==> src/rtl/reset_seq_pkg.sv <==
// Shared types and defaults for the reset sequencer.
// Holds the state encoding and the counter-width helper.
package reset_seq_pkg;

  localparam int STATE_W         = 2;
  localparam int DEF_SYNC_STAGES = 2;
  localparam int DEF_NUM_CH      = 4;
  localparam int DEF_HOLD_CYCLES = 16;
  localparam int DEF_STEP_CYCLES = 4;

  typedef enum logic [STATE_W-1:0] {
    S_ASSERT  = 2'd0,
    S_HOLD    = 2'd1,
    S_RELEASE = 2'd2,
    S_RUN     = 2'd3
  } seq_state_e;

  function automatic int cnt_width(int hold, int step, int nch);
    int m;
    m = hold;
    if (step * (nch - 1) > m) m = step * (nch - 1);
    return $clog2(m) + 1;
  endfunction

endpackage

==> src/rtl/rst_sync_chain.sv <==
// Reset synchronizer: async assert, sync deassert.
// A chain of flops with a constant 1 shifted in.
module rst_sync_chain
  import reset_seq_pkg::*;
#(
  parameter int SYNC_STAGES = DEF_SYNC_STAGES
) (
  input  logic CLK,
  input  logic RST,
  output logic RST_SYNC_N
);

  logic [SYNC_STAGES-1:0] sync_q;
  logic [SYNC_STAGES-1:0] sync_d;

  always_comb begin
    sync_d = {sync_q[SYNC_STAGES-2:0], 1'b1};
  end

  always_ff @(posedge CLK or negedge RST) begin
    if (!RST) sync_q <= '0;
    else      sync_q <= sync_d;
  end

  assign RST_SYNC_N = sync_q[SYNC_STAGES-1];

endmodule

==> src/rtl/reset_sequencer.sv <==
// Reset sequencer: holds, then releases channel resets
// one by one in index order; SW_RST restarts the sequence.
module reset_sequencer
  import reset_seq_pkg::*;
#(
  parameter int SYNC_STAGES = DEF_SYNC_STAGES,
  parameter int NUM_CH      = DEF_NUM_CH,
  parameter int HOLD_CYCLES = DEF_HOLD_CYCLES,
  parameter int STEP_CYCLES = DEF_STEP_CYCLES
) (
  input  logic               CLK,
  input  logic               RST,
  input  logic               SW_RST,
  output logic               RST_SYNC_N,
  output logic [NUM_CH-1:0]  CH_RST_N,
  output logic               SEQ_DONE,
  output logic [STATE_W-1:0] STATE
);

  localparam int CW = cnt_width(HOLD_CYCLES, STEP_CYCLES, NUM_CH);
  localparam logic [CW-1:0] HOLD_LAST = CW'(HOLD_CYCLES - 1);
  localparam logic [CW-1:0] STEP_LAST = CW'(STEP_CYCLES - 1);

  seq_state_e        state_q, state_d;
  logic [CW-1:0]     cnt_q, cnt_d;
  logic [NUM_CH-1:0] ch_q, ch_d;
  logic              done_q, done_d;

  rst_sync_chain #(
    .SYNC_STAGES (SYNC_STAGES)
  ) u_sync (
    .CLK        (CLK),
    .RST        (RST),
    .RST_SYNC_N (RST_SYNC_N)
  );

  always_comb begin
    state_d = state_q;
    cnt_d   = cnt_q;
    ch_d    = ch_q;
    done_d  = done_q;
    unique case (state_q)
      S_ASSERT: begin
        cnt_d  = '0;
        ch_d   = '0;
        done_d = 1'b0;
        if (RST_SYNC_N && !SW_RST) state_d = S_HOLD;
      end
      S_HOLD: begin
        if (cnt_q == HOLD_LAST) begin
          cnt_d   = '0;
          ch_d    = NUM_CH'(1);
          done_d  = ch_d[NUM_CH-1];
          state_d = done_d ? S_RUN : S_RELEASE;
        end else begin
          cnt_d = cnt_q + CW'(1);
        end
      end
      S_RELEASE: begin
        // Channels form a thermometer code: shift in the next 1.
        if (cnt_q == STEP_LAST) begin
          cnt_d   = '0;
          ch_d    = (ch_q << 1) | NUM_CH'(1);
          done_d  = ch_d[NUM_CH-1];
          state_d = done_d ? S_RUN : S_RELEASE;
        end else begin
          cnt_d = cnt_q + CW'(1);
        end
      end
      S_RUN: begin
        state_d = S_RUN;
      end
      default: begin
        state_d = S_ASSERT;
      end
    endcase
    // Reset events override any release on the same edge.
    if (!RST_SYNC_N || SW_RST) begin
      state_d = S_ASSERT;
      cnt_d   = '0;
      ch_d    = '0;
      done_d  = 1'b0;
    end
  end

  always_ff @(posedge CLK or negedge RST) begin
    if (!RST) begin
      state_q <= S_ASSERT;
      cnt_q   <= '0;
      ch_q    <= '0;
      done_q  <= 1'b0;
    end else begin
      state_q <= state_d;
      cnt_q   <= cnt_d;
      ch_q    <= ch_d;
      done_q  <= done_d;
    end
  end

  assign CH_RST_N = ch_q;
  assign SEQ_DONE = done_q;
  assign STATE    = state_q;

endmodule

==> config.mk <==
export PLATFORM = sky130hd
export DESIGN_NAME = reset_sequencer
export DESIGN_NICKNAME = d
export VERILOG_FILES = /design/src/rtl/reset_seq_pkg.sv /design/src/rtl/rst_sync_chain.sv /design/src/rtl/reset_sequencer.sv
export SDC_FILE = /design/constraint.sdc
export NUM_CORES = 1
export LEC_CHECK = 0
export BUFFER_PORTS_ARGS = -buffer_cell sky130_fd_sc_hd__buf_2
export CAP_MARGIN = 5
export CORE_MARGIN = 2
export CORE_UTILIZATION = 48
export CTS_CLUSTER_SIZE = 12
export DETAILED_ROUTE_END_ITERATION = 7
export PLACE_DENSITY_LB_ADDON = 0.3
export SYNTH_ARGS = -nofsm -noshare
export SYNTH_HDL_FRONTEND = slang
export SYNTH_SLANG_ARGS = --single-unit
==> constraint.sdc <==
create_clock -name CLK -period 1.8 [get_ports CLK]
set_input_delay 0.18 -clock CLK [delete_from_list [all_inputs] [get_ports CLK]]
set_output_delay 0.18 -clock CLK [all_outputs]
set_load 0.02 [all_outputs]
# After elaboration in Yosys (flattened, before gate mapping)
# Cells that the tools add are included.
[totals]
ff_bits = 14
latch_bits = 0
mem_bits_rw = 0
rom_bits = 0
input_bits = 3
out_inout_bits = 8
wordCells = 40
memories = 0
[classes]
add_sub_neg = 1
n_mul = 0
div = 0
n_lt_le_gt_ge = 0
n_eq_ne = 8
shifts = 0
n_mux = 18
bitwise_logic = 0
reduce_logical = 8
[op_table]
columns = ["cell", "count"]
rows = [
  ["5-bit two-way mux", 3],
  ["5-bit one-hot mux with 3 select lines", 1],
  ["4-bit two-way mux", 3],
  ["4-bit one-hot mux with 3 select lines", 1],
  ["3-bit != test, second input constant", 3],
  ["2-bit two-way mux", 4],
  ["2-bit one-hot mux with 4 select lines", 1],
  ["3-bit AND reduction", 2],
  ["5-bit by 1-bit adder with 5-bit output, second input constant", 1],
  ["5-bit by 2-bit equality test with 1-bit output, second input constant", 1],
  ["5-bit by 4-bit equality test with 1-bit output, second input constant", 1],
  ["2-bit equality test, second input constant", 2],
  ["1-bit two-way mux", 4],
  ["4-bit nonzero test", 1],
  ["1-bit one-hot mux with 3 select lines", 1],
  ["2-bit by 1-bit equality test with 1-bit output, second input constant", 1],
  ["1-bit logical NOT", 2],
  ["2-bit logical NOT", 1],
  ["1-bit logical AND", 1],
  ["1-bit logical OR", 1],
]

# Logic depth before layout (Yosys ltp)
# Gate-level depths: netlist of the first run.
[logic_depth]
depth_word = 5
depth_mapped = 8
ltp_nobuf = 8

# Cells and area by module
# Synthesis of the first run repeated with hierarchy kept, for this count alone.
[hier_totals]
cells_unflattened = 70
area_unflattened_um2 = 752.0
[modules_own_cells]
columns = ["module", "instances", "cells_per_inst", "area_each_um2", "seq_area_each_um2"]
rows = [
  ["reset_sequencer", 1, 67, 698.2, 300.3],
  ["rst_sync_chain", 1, 3, 53.8, 50.0],
]

# Least setup slack after synthesis of the first run
# OpenSTA, ideal clock, no wires.
[synth_timing]
kind = "register to register"
from = "register state_q[0] (netlist: STATE[0])"
to = "register ch_q[3] (netlist: CH_RST_N[3])"
setup_time_ns = 0.064
arrival_time_ns = 1.775
required_time_ns = 1.736
path_slack_ns = -0.040
path_stages_with_launch = 8
n_path_buf = 1
period_less_slack_ns = 1.840
path_cell_list = "dfrtp_1 -> inv_1 -> ha_1 -> clkbuf_1 -> nor2_1 -> a211oi_4 -> and4_1 -> a21o_1"
[synth_via]
elab_chain_cells = 3
word_cells_on_any_way = 9
classes_between = "eq/ne (4); mux (2); reduce/logical (3)"
[synth_lines]
columns = ["element", "line_no", "source"]
rows = [
  ["start: declaration", "reset_sequencer.sv:24", "seq_state_e state_q, state_d;"],
  ["start signal: assignment", "reset_sequencer.sv:93", "state_q <= state_d;"],
  ["2-bit equality test, or another cell as far along", "reset_sequencer.sv:42", "unique case (state_q)"],
  ["3-bit != test (no line), or another cell as far along", "-", ""],
  ["3-bit AND reduction (no line) / 4-bit two-way mux (equally long branches)", "-", ""],
  ["end signal: assignment", "reset_sequencer.sv:95", "ch_q <= ch_d;"],
  ["end: declaration", "reset_sequencer.sv:26", "logic [NUM_CH-1:0] ch_q, ch_d;"],
]
# Parallel ways exist; a longest one is shown, timed or not.
# A chain may end at the register's enable or synchronous reset.

# Worst setup path in the final report of the first run
[layout_timing]
from = "register cnt_q[1]"
to = "register ch_q[0] (netlist: CH_RST_N[0])"
[layout_via]
elab_chain_cells = 3
word_cells_on_any_way = 5
classes_between = "eq/ne (4); reduce/logical (1)"
[layout_lines]
columns = ["element", "line_no", "source"]
rows = [
  ["start: declaration", "reset_sequencer.sv:25", "logic [CW-1:0] cnt_q, cnt_d;"],
  ["start signal: assignment", "reset_sequencer.sv:94", "cnt_q <= cnt_d;"],
  ["5-bit by 2-bit equality test with 1-bit output / 5-bit by 4-bit equality test with 1-bit output (equally long branches)", "reset_sequencer.sv:61, reset_sequencer.sv:50", ""],
  ["3-bit != test (no line)", "-", ""],
  ["3-bit AND reduction (no line) *", "-", ""],
]
# Mark *: on every way between the ends. The rest lies on a longest branch, timed or not.

==> key figures, run 1 <==
Detailed routing
  – Final ANT Viol Nets: 0
  – DR pass1 iterations: 4
  – Vias: 603
  – DRT iter0 DRCs: 24
  – Wire per inst: 13.70 um
  – WL final: 1.507 mm
  – DR vias/cell: 5.482
  – # DRC: 0

STA
  – Final period utilization: 99.31%
  – Min Tclk post-route: 1.788 ns
  – Fin. Hold Viols: 0
  – Fmax achieved: 559.4 MHz
  – RSZ-0062 raised after global routing: yes
  – Post-Route Setup TNS: 0 ns
  – Clock skew: 0.006731 ns
  – Final-report max-slew violation count: 0
  – Endpoints failing setup: 0

Finish
  – Final Util: 62.21%
  – Layout cell share with drive strength beyond 1: 31.91%
  – N_diodes: 0
  – Layout Nets: 105
  – FILL cells: 137
  – Area delta synth->final: 21.59%

Setup path
  – Critical path cell sequence: ha_2, or4b_4, a21oi_2, a21oi_1, a31o_2
  – R2R Setup Slk: 0.01 ns
  – Worst-path fanout max: 5
  – Reg2Reg Depth: 5
  – Worst R2R Start: cnt_q[1]$_DFFE_PN0N_
  – CP Buf/Inv Count: 0
  – Crit path kind: reg2reg
  – Worst setup EP type: flip-flop
  – Data required time of the critical path: 1.98 ns
  – Startpoint types: flip-flop
  – CP max stage delay: 0.50 ns
  – CP max stage cell: or4b_4
  – Worst R2R End: CH_RST_N[0]$_DFFE_PN0P_
  – Crit path DAT: 1.96 ns
  – CP top delay family: compound AO/OA/AOI/OAI gates

Power
  – Worst vdd ir: 471.0 uV
  – Pwr dens: 698.2 mW/mm2
  – Total power: 654.3 uW
  – P_leak: 0.4935 nW

Clocking
  – CTS tree: yes
  – H-tree depth reported by CTS: 1
  – Clock Sinks: 14
  – Skew-Pair Late Insertion Delay: 0.28 ns
  – Clk slew on worst S/H paths: 0.09 ns
  – Cts bufs inserted: 3
  – Max clock buf depth: 2
  – CTS Root Buffer Type: clkbuf_4

Status
  – Status: finished clean

Yosys
  – Post-synth ARST share: 100.0%
  – Post-synth EDFFs: 0
  – Cells after synthesis: 75
  – Synth Flop Type: dfrtp_1
  – Syn Area/Cell: 10.28 um2
  – Post-synth design cell area: 770.7 um2
  – Register bit total from synthesis: 14
  – Synth Warn #: 0
  – Post-synth cell types: 27
  – Sequential share of the synthesized area: 45.45%
  – Synth Net Count: 85

Run
  – Max-Cap Viols: 0

Global route
  – First-pass GRT wire length: 2.532 mm
  – Vias in the first global route: 572
  – Pin count of the biggest net entering global routing: 15
  – Total track usage: 18.74%
  – Remaining Overflow, GRT: 0
  – Initial antenna violation count: 0

Floorplanning
  – Die Area: 0.001942 mm2
  – Io pins: 11
  – Core area: 0.001506 mm2
  – Initial core utilization: 51.16%
  – FP Rows: 14
  – Die W: 44.07 um
  – Die height: 44.07 um

Worst hold path
  – Destination of the worst hold path: STATE[0]$_DFFE_PN0P_
  – Hold WC Path Type: in2reg
  – Hold Crit Depth: 3
  – Hold_sp: SW_RST

Placed design
  – RePlAce Congestion: 0.7690
  – I/O Buffers: 10
  – Sum of net half-perimeters after detailed placement: 1.124 mm
[state kept, by name, indices dropped and copies added (netlist names)]
name / count
CH_RST_N: 4
SEQ_DONE: 1
u_sync.sync_q: 2
cnt_q: 5
STATE: 2
[stage by stage]
stage	setup slack, ns	std cells	instance area [um2]	hold slack, ns
final	0.01247	110	937.1	0.2971
after global routing	-0.09385	110	937.1	0.3174
after CTS	0.01512	109	923.4	0.2965
after detailed placement	0.0002380	104	877.1	0.09207
after global placement	0.02999	104	877.1	0.08404
after floorplan	0.04215	75	773.2	-0.1156
[cells in the mapped netlist (2+ instances only)]
cell type / count / area share [%]
a21o_1: 2 / 1.9
nand2_1: 6 / 2.9
a21oi_1: 2 / 1.3
clkbuf_1: 3 / 1.5
a211oi_1: 2 / 1.9
a22o_1: 2 / 2.3
ha_1: 7 / 11
nor2_1: 4 / 1.9
nor2b_1: 4 / 3.2
inv_1: 5 / 2.4
nand3_1: 3 / 1.9
nand4_1: 2 / 1.6
dfrtp_1: 14 / 45
o21ai_0: 5 / 3.2
nor3_1: 2 / 1.3
[routing by layer]
metal  global-route usage, %  share of wire [%]  up-vias
met3                   3.673                2.9        2
li1                        -                  -      301
met1                   24.60                 45      289
met4                   12.73                1.9        0
met2                   27.94                 50       11
met5                       0                  0        -
[repair_timing]
| action | in CTS | in global routing |
|---|---|---|
| setup endpoints to repair | 3 | 10 |
| pin swaps | 1 | 0 |
| gates resized for setup | 1 | 2 |
| setup buffers | 0 | 1 |
| hold buffers | 1 | 0 |
| endpoints found under the hold margin | 14 | 0 |
[logic make-up after synthesis]
family | synth area share, %
buffers and inverters | 3.896
adders and majority gates | 11.36
xor gates and xnor gates | 1.137
and+or+nand+nor | 16.72
DFF | 45.46
other | 0.4865
muxes | 2.760
AOI/OAI and AO/OA | 18.18
[cell type report]
type	count	area [um2]	share of cell area [%]
Tap cell	16	20.02	2.136
Sequential cell	14	352.8	37.65
Multi-Input combinational cell	53	396.6	42.32
Inverter	5	18.77	2.003
Timing Repair Buffer	18	112.6	12.02
Clock buffer	4	36.28	3.872
[where the power goes]
part / switching, mW / internal [mW] / leakage (nW)
Sequential: 0.00695 / 0.322 / 0.187
Combinational: 0.0629 / 0.0389 / 0.286
Clock: 0.101 / 0.123 / 0.0210
[cells in the final DEF (no fill, tap or decap), drive strengths merged]
cell	netlist	final
a211oi	3	3
a21oi	3	3
dfrtp	14	14
conb	1	1
a22o	2	2
a31o	1	1
nand4	2	2
nand2	6	6
dlygate4sd3	0	1
nand3	3	3
a32o	1	1
mux2i	1	1
nand2b	1	1
a21o	2	2
o211a	1	1
buf	0	17
mux2	1	1
ha	7	7
clkbuf	3	4
and4	1	1
nor2	4	4
nor2b	4	4
or4b	1	1
nor3	2	2
inv	5	5
o21ai	5	5
xnor2	1	1
[worst max-delay path by stage]
stage,startpoint,to,cells after the start,slack (ns)
final,cnt_q[1]$_DFFE_PN0N_,CH_RST_N[0]$_DFFE_PN0P_,5,0.01
after global routing,cnt_q[1]$_DFFE_PN0N_,SEQ_DONE$_DFFE_PN0P_,5,-0.09
after CTS,cnt_q[1]$_DFFE_PN0N_,CH_RST_N[0]$_DFFE_PN0P_,5,0.02
after detailed placement,cnt_q[1]$_DFFE_PN0N_,SEQ_DONE$_DFFE_PN0P_,5,0.0002
after global placement,cnt_q[0]$_DFFE_PN0N_,cnt_q[0]$_DFFE_PN0N_,5,0.03
after floorplan,STATE[0]$_DFFE_PN0P_,CH_RST_N[3]$_DFFE_PN0P_,7,0.04
[tightest hold or removal path: cells and delay by family]
kind | cells | cell delay (ns)
simple gates | 1 | 0.21
buf+inv | 1 | 0.08
compound gates | 1 | 0.07
Note: power is estimated with default switching activity, not from simulation.
==> inputs of run 2 (changes only) <==
==> constraint.sdc (replaced) <==
create_clock -name CLK -period 1.8 [get_ports CLK]
set_input_delay 0.36 -clock CLK [delete_from_list [all_inputs] [get_ports CLK]]
set_output_delay 0.36 -clock CLK [all_outputs]
set_load 0.02 [all_outputs]
==> key figures, run 2 (synthesized netlist as in run 1, its figures left out) <==
Worst hold path
  – Hold_sp: u_sync.sync_q[0]$_DFF_PN0_
  – Hold Crit Depth: 0 (-3)
  – Hold WC Path Type: reg2reg
  – Destination of the worst hold path: u_sync.sync_q[1]$_DFF_PN0_

Power
  – Clock share of power: 34.1% (about the same)
  – Switching Share: 25.84% (-0.22 points)
  – Pwr dens: 696.2 mW/mm2 (-0.29%)
  – Internal Power: 483.9 uW (about the same)
  – P_leak: 0.4935 nW (about the same)
  – Worst vdd ir: 705.1 uV (+50%)
  – Psw: 168.6 uW (-1.1%)
  – Sequential power share: 50.3% (about the same)
  – Combinational power share: 15.5% (about the same)

Setup path
  – Critical path cell sequence: ha_2, or4b_4, a211oi_4, and4_1, a21o_1
  – Worst-path fanout max: 6 (+1)
  – R2R Setup Slk: 0.02 ns (about the same)
  – Worst R2R Start: cnt_q[1]$_DFFE_PN0N_
  – Crit path kind: reg2reg
  – Startpoint types: flip-flop
  – Worst R2R End: SEQ_DONE$_DFFE_PN0P_
  – Reg2Reg Depth: 5 (unchanged)
  – Data required time of the critical path: 2.02 ns (+0.04 ns)
  – Worst setup EP type: flip-flop
  – CP max stage delay: 0.51 ns (about the same)
  – CP max stage cell: or4b_4
  – Crit path DAT: 2.00 ns (+0.04 ns)

Floorplanning
  – Core area: 0.001506 mm2 (unchanged)
  – Die W: 44.07 um (unchanged)
  – Io pins: 11 (unchanged)
  – Die Area: 0.001942 mm2 (unchanged)
  – Die height: 44.07 um (unchanged)
  – FP Rows: 14 (unchanged)
  – Initial core utilization: 51.16% (unchanged)

Finish
  – Commonest non-fill, non-tap cell in the layout: dfrtp_1
  – Layout Nets: 105 (unchanged)
  – N_diodes: 0 (unchanged)
  – Multi-input gate area: 396.6 um2 (unchanged)
  – Fin area: 937.1 um2 (unchanged)
  – Layout cell share with drive strength beyond 1: 31.91% (unchanged)
  – Final Util: 62.21% (unchanged)
  – Non-filler cells, final: 110 (unchanged)
  – Area delta synth->final: 21.59% (unchanged)
  – Commonest non-fill, non-tap cells in the layout: dfrtp_1 (12), buf_2 (10), buf_4 (7), nand2_1 (6), ha_1 (6)
  – Largest Register: cnt_q
  – Seq. cell area: 352.8 um2 (unchanged)
  – FILL cells: 138 (+0.73%)
  – Max FFs per register: 5 (unchanged)

Global route
  – First-pass GRT wire length: 2.346 mm (-7.3%)
  – Initial antenna violation count: 0 (unchanged)
  – M2 GR Usage: 25.00% (-2.9 points)
  – Remaining Overflow, GRT: 0 (unchanged)
  – GR met3 Demand/Resource: 7.347% (+3.7 points)
  – Vias in the first global route: 535 (-6.5%)
  – Pin count of the biggest net entering global routing: 15 (unchanged)
  – Most crowded layer after global routing: met2
  – Global routing usage on met1: 23.80% (-0.81 points)
  – Total track usage: 17.34% (-1.4 points)

Clocking
  – CTS tree: yes
  – Clk slew on worst S/H paths: 0.07 ns (-0.02 ns)
  – CTS Root Buffer Type: clkbuf_4
  – Max clock buf depth: 2 (unchanged)
  – H-tree depth reported by CTS: 1 (unchanged)
  – Skew-Pair Late Insertion Delay: 0.28 ns (about the same)
  – Cts bufs inserted: 3 (unchanged)
  – Clock Sinks: 14 (unchanged)

Run
  – Max-Cap Viols: 0 (unchanged)

Placed design
  – RePlAce Congestion: 0.7668 (-0.29%)
  – Sum of net half-perimeters after detailed placement: 1.062 mm (-5.5%)
  – Placed cell count: 104 (unchanged)
  – I/O Buffers: 10 (unchanged)
  – DP Area: 877.1 um2 (unchanged)

Detailed routing
  – Vias: 587 (-2.7%)
  – Final ANT Viol Nets: 0 (unchanged)
  – WL final: 1.405 mm (-6.8%)
  – DR pass1 iterations: 4 (unchanged)
  – DRT iter0 DRCs: 12 (-50%)
  – Wire per inst: 12.77 um (-6.8%)
  – # DRC: 0 (unchanged)
  – DR vias/cell: 5.336 (-2.7%)

STA
  – Final period utilization: 98.76% (-0.55 points)
  – Worst Hold Margin: 0.3665 ns (+0.06939 ns)
  – Endpoints failing setup: 0 (unchanged)
  – Final-report max-slew violation count: 0 (unchanged)
  – Fin. Hold Viols: 0 (unchanged)
  – RSZ-0062 raised after global routing: yes
  – Fmax achieved: 562.5 MHz (+0.55%)
  – Clock skew: 0.009511 ns (+0.002780 ns)
  – Min Tclk post-route: 1.778 ns (-0.009813 ns)
  – Post-Route Setup TNS: 0 ns (unchanged)

Status
  – Status: finished clean
==> run 2: metrics by stage <==
step	worst slack, ns	power, mW
after floorplan	0.04215	0.4009
after global placement	0.03431	0.4314
after detailed placement	0.001684	0.4344
after CTS	0.004328	0.6627
after global routing	-0.09035	0.6838
final	0.02228	0.6524
==> run 2: how the worst max path moves through the flow <==
stage	from	to
6_report	cnt_q[1]$_DFFE_PN0N_	SEQ_DONE$_DFFE_PN0P_
5_1_grt	cnt_q[0]$_DFFE_PN0N_	CH_RST_N[3]$_DFFE_PN0P_
4_1_cts	cnt_q[0]$_DFFE_PN0N_	CH_RST_N[3]$_DFFE_PN0P_
3_5_place_dp	cnt_q[0]$_DFFE_PN0N_	cnt_q[0]$_DFFE_PN0N_
3_3_place_gp	cnt_q[0]$_DFFE_PN0N_	cnt_q[0]$_DFFE_PN0N_
2_1_floorplan	STATE[0]$_DFFE_PN0P_	CH_RST_N[3]$_DFFE_PN0P_
==> run 2: critical path, delay by kind of cell, from the launching register on <==
kind / cells / cell delay, ns
compound gates: 2 / 0.40
fa+ha+maj: 1 / 0.20
flops: 1 / 0.36
simple gates: 2 / 0.77
==> run 2: power groups by stage <==
stage | registers [mW] | logic [mW] | clock network, mW
after floorplan | 0.340 | 0.0606 | 0
after global placement | 0.335 | 0.0966 | 0
after detailed placement | 0.335 | 0.0996 | 0
after CTS | 0.329 | 0.102 | 0.232
after global routing | 0.330 | 0.112 | 0.242
final | 0.328 | 0.101 | 0.223
==> run 2: routing by layer <==
| metal | vias to the layer above | wire [um] |
|---|---|---|
| met3 | 2 | 65 |
| met4 | 0 | 18 |
| li1 | 302 | - |
| met5 | - | 0 |
| met2 | 11 | 660 |
| met1 | 272 | 661 |
==> run 2: final cells by class <==
class / count / share of cell area, %
multi-input cells: 53 / 42.32
repair buffers: 18 / 12.02
well taps: 16 / 2.136
clock buffers: 4 / 3.872
flip-flops and latches: 14 / 37.65
inverters: 5 / 2.003
==> run 2: timing repair <==
| item | 4_1_cts | 5_1_grt |
|---|---|---|
| buffers inserted | 0 | 1 |
| gates resized for setup | 1 | 2 |
| endpoints found under the setup margin | 1 | 11 |
| hold buffers | 1 | 0 |
| hold endpoints to repair | 14 | 0 |
| pin swaps | 0 | 3 |
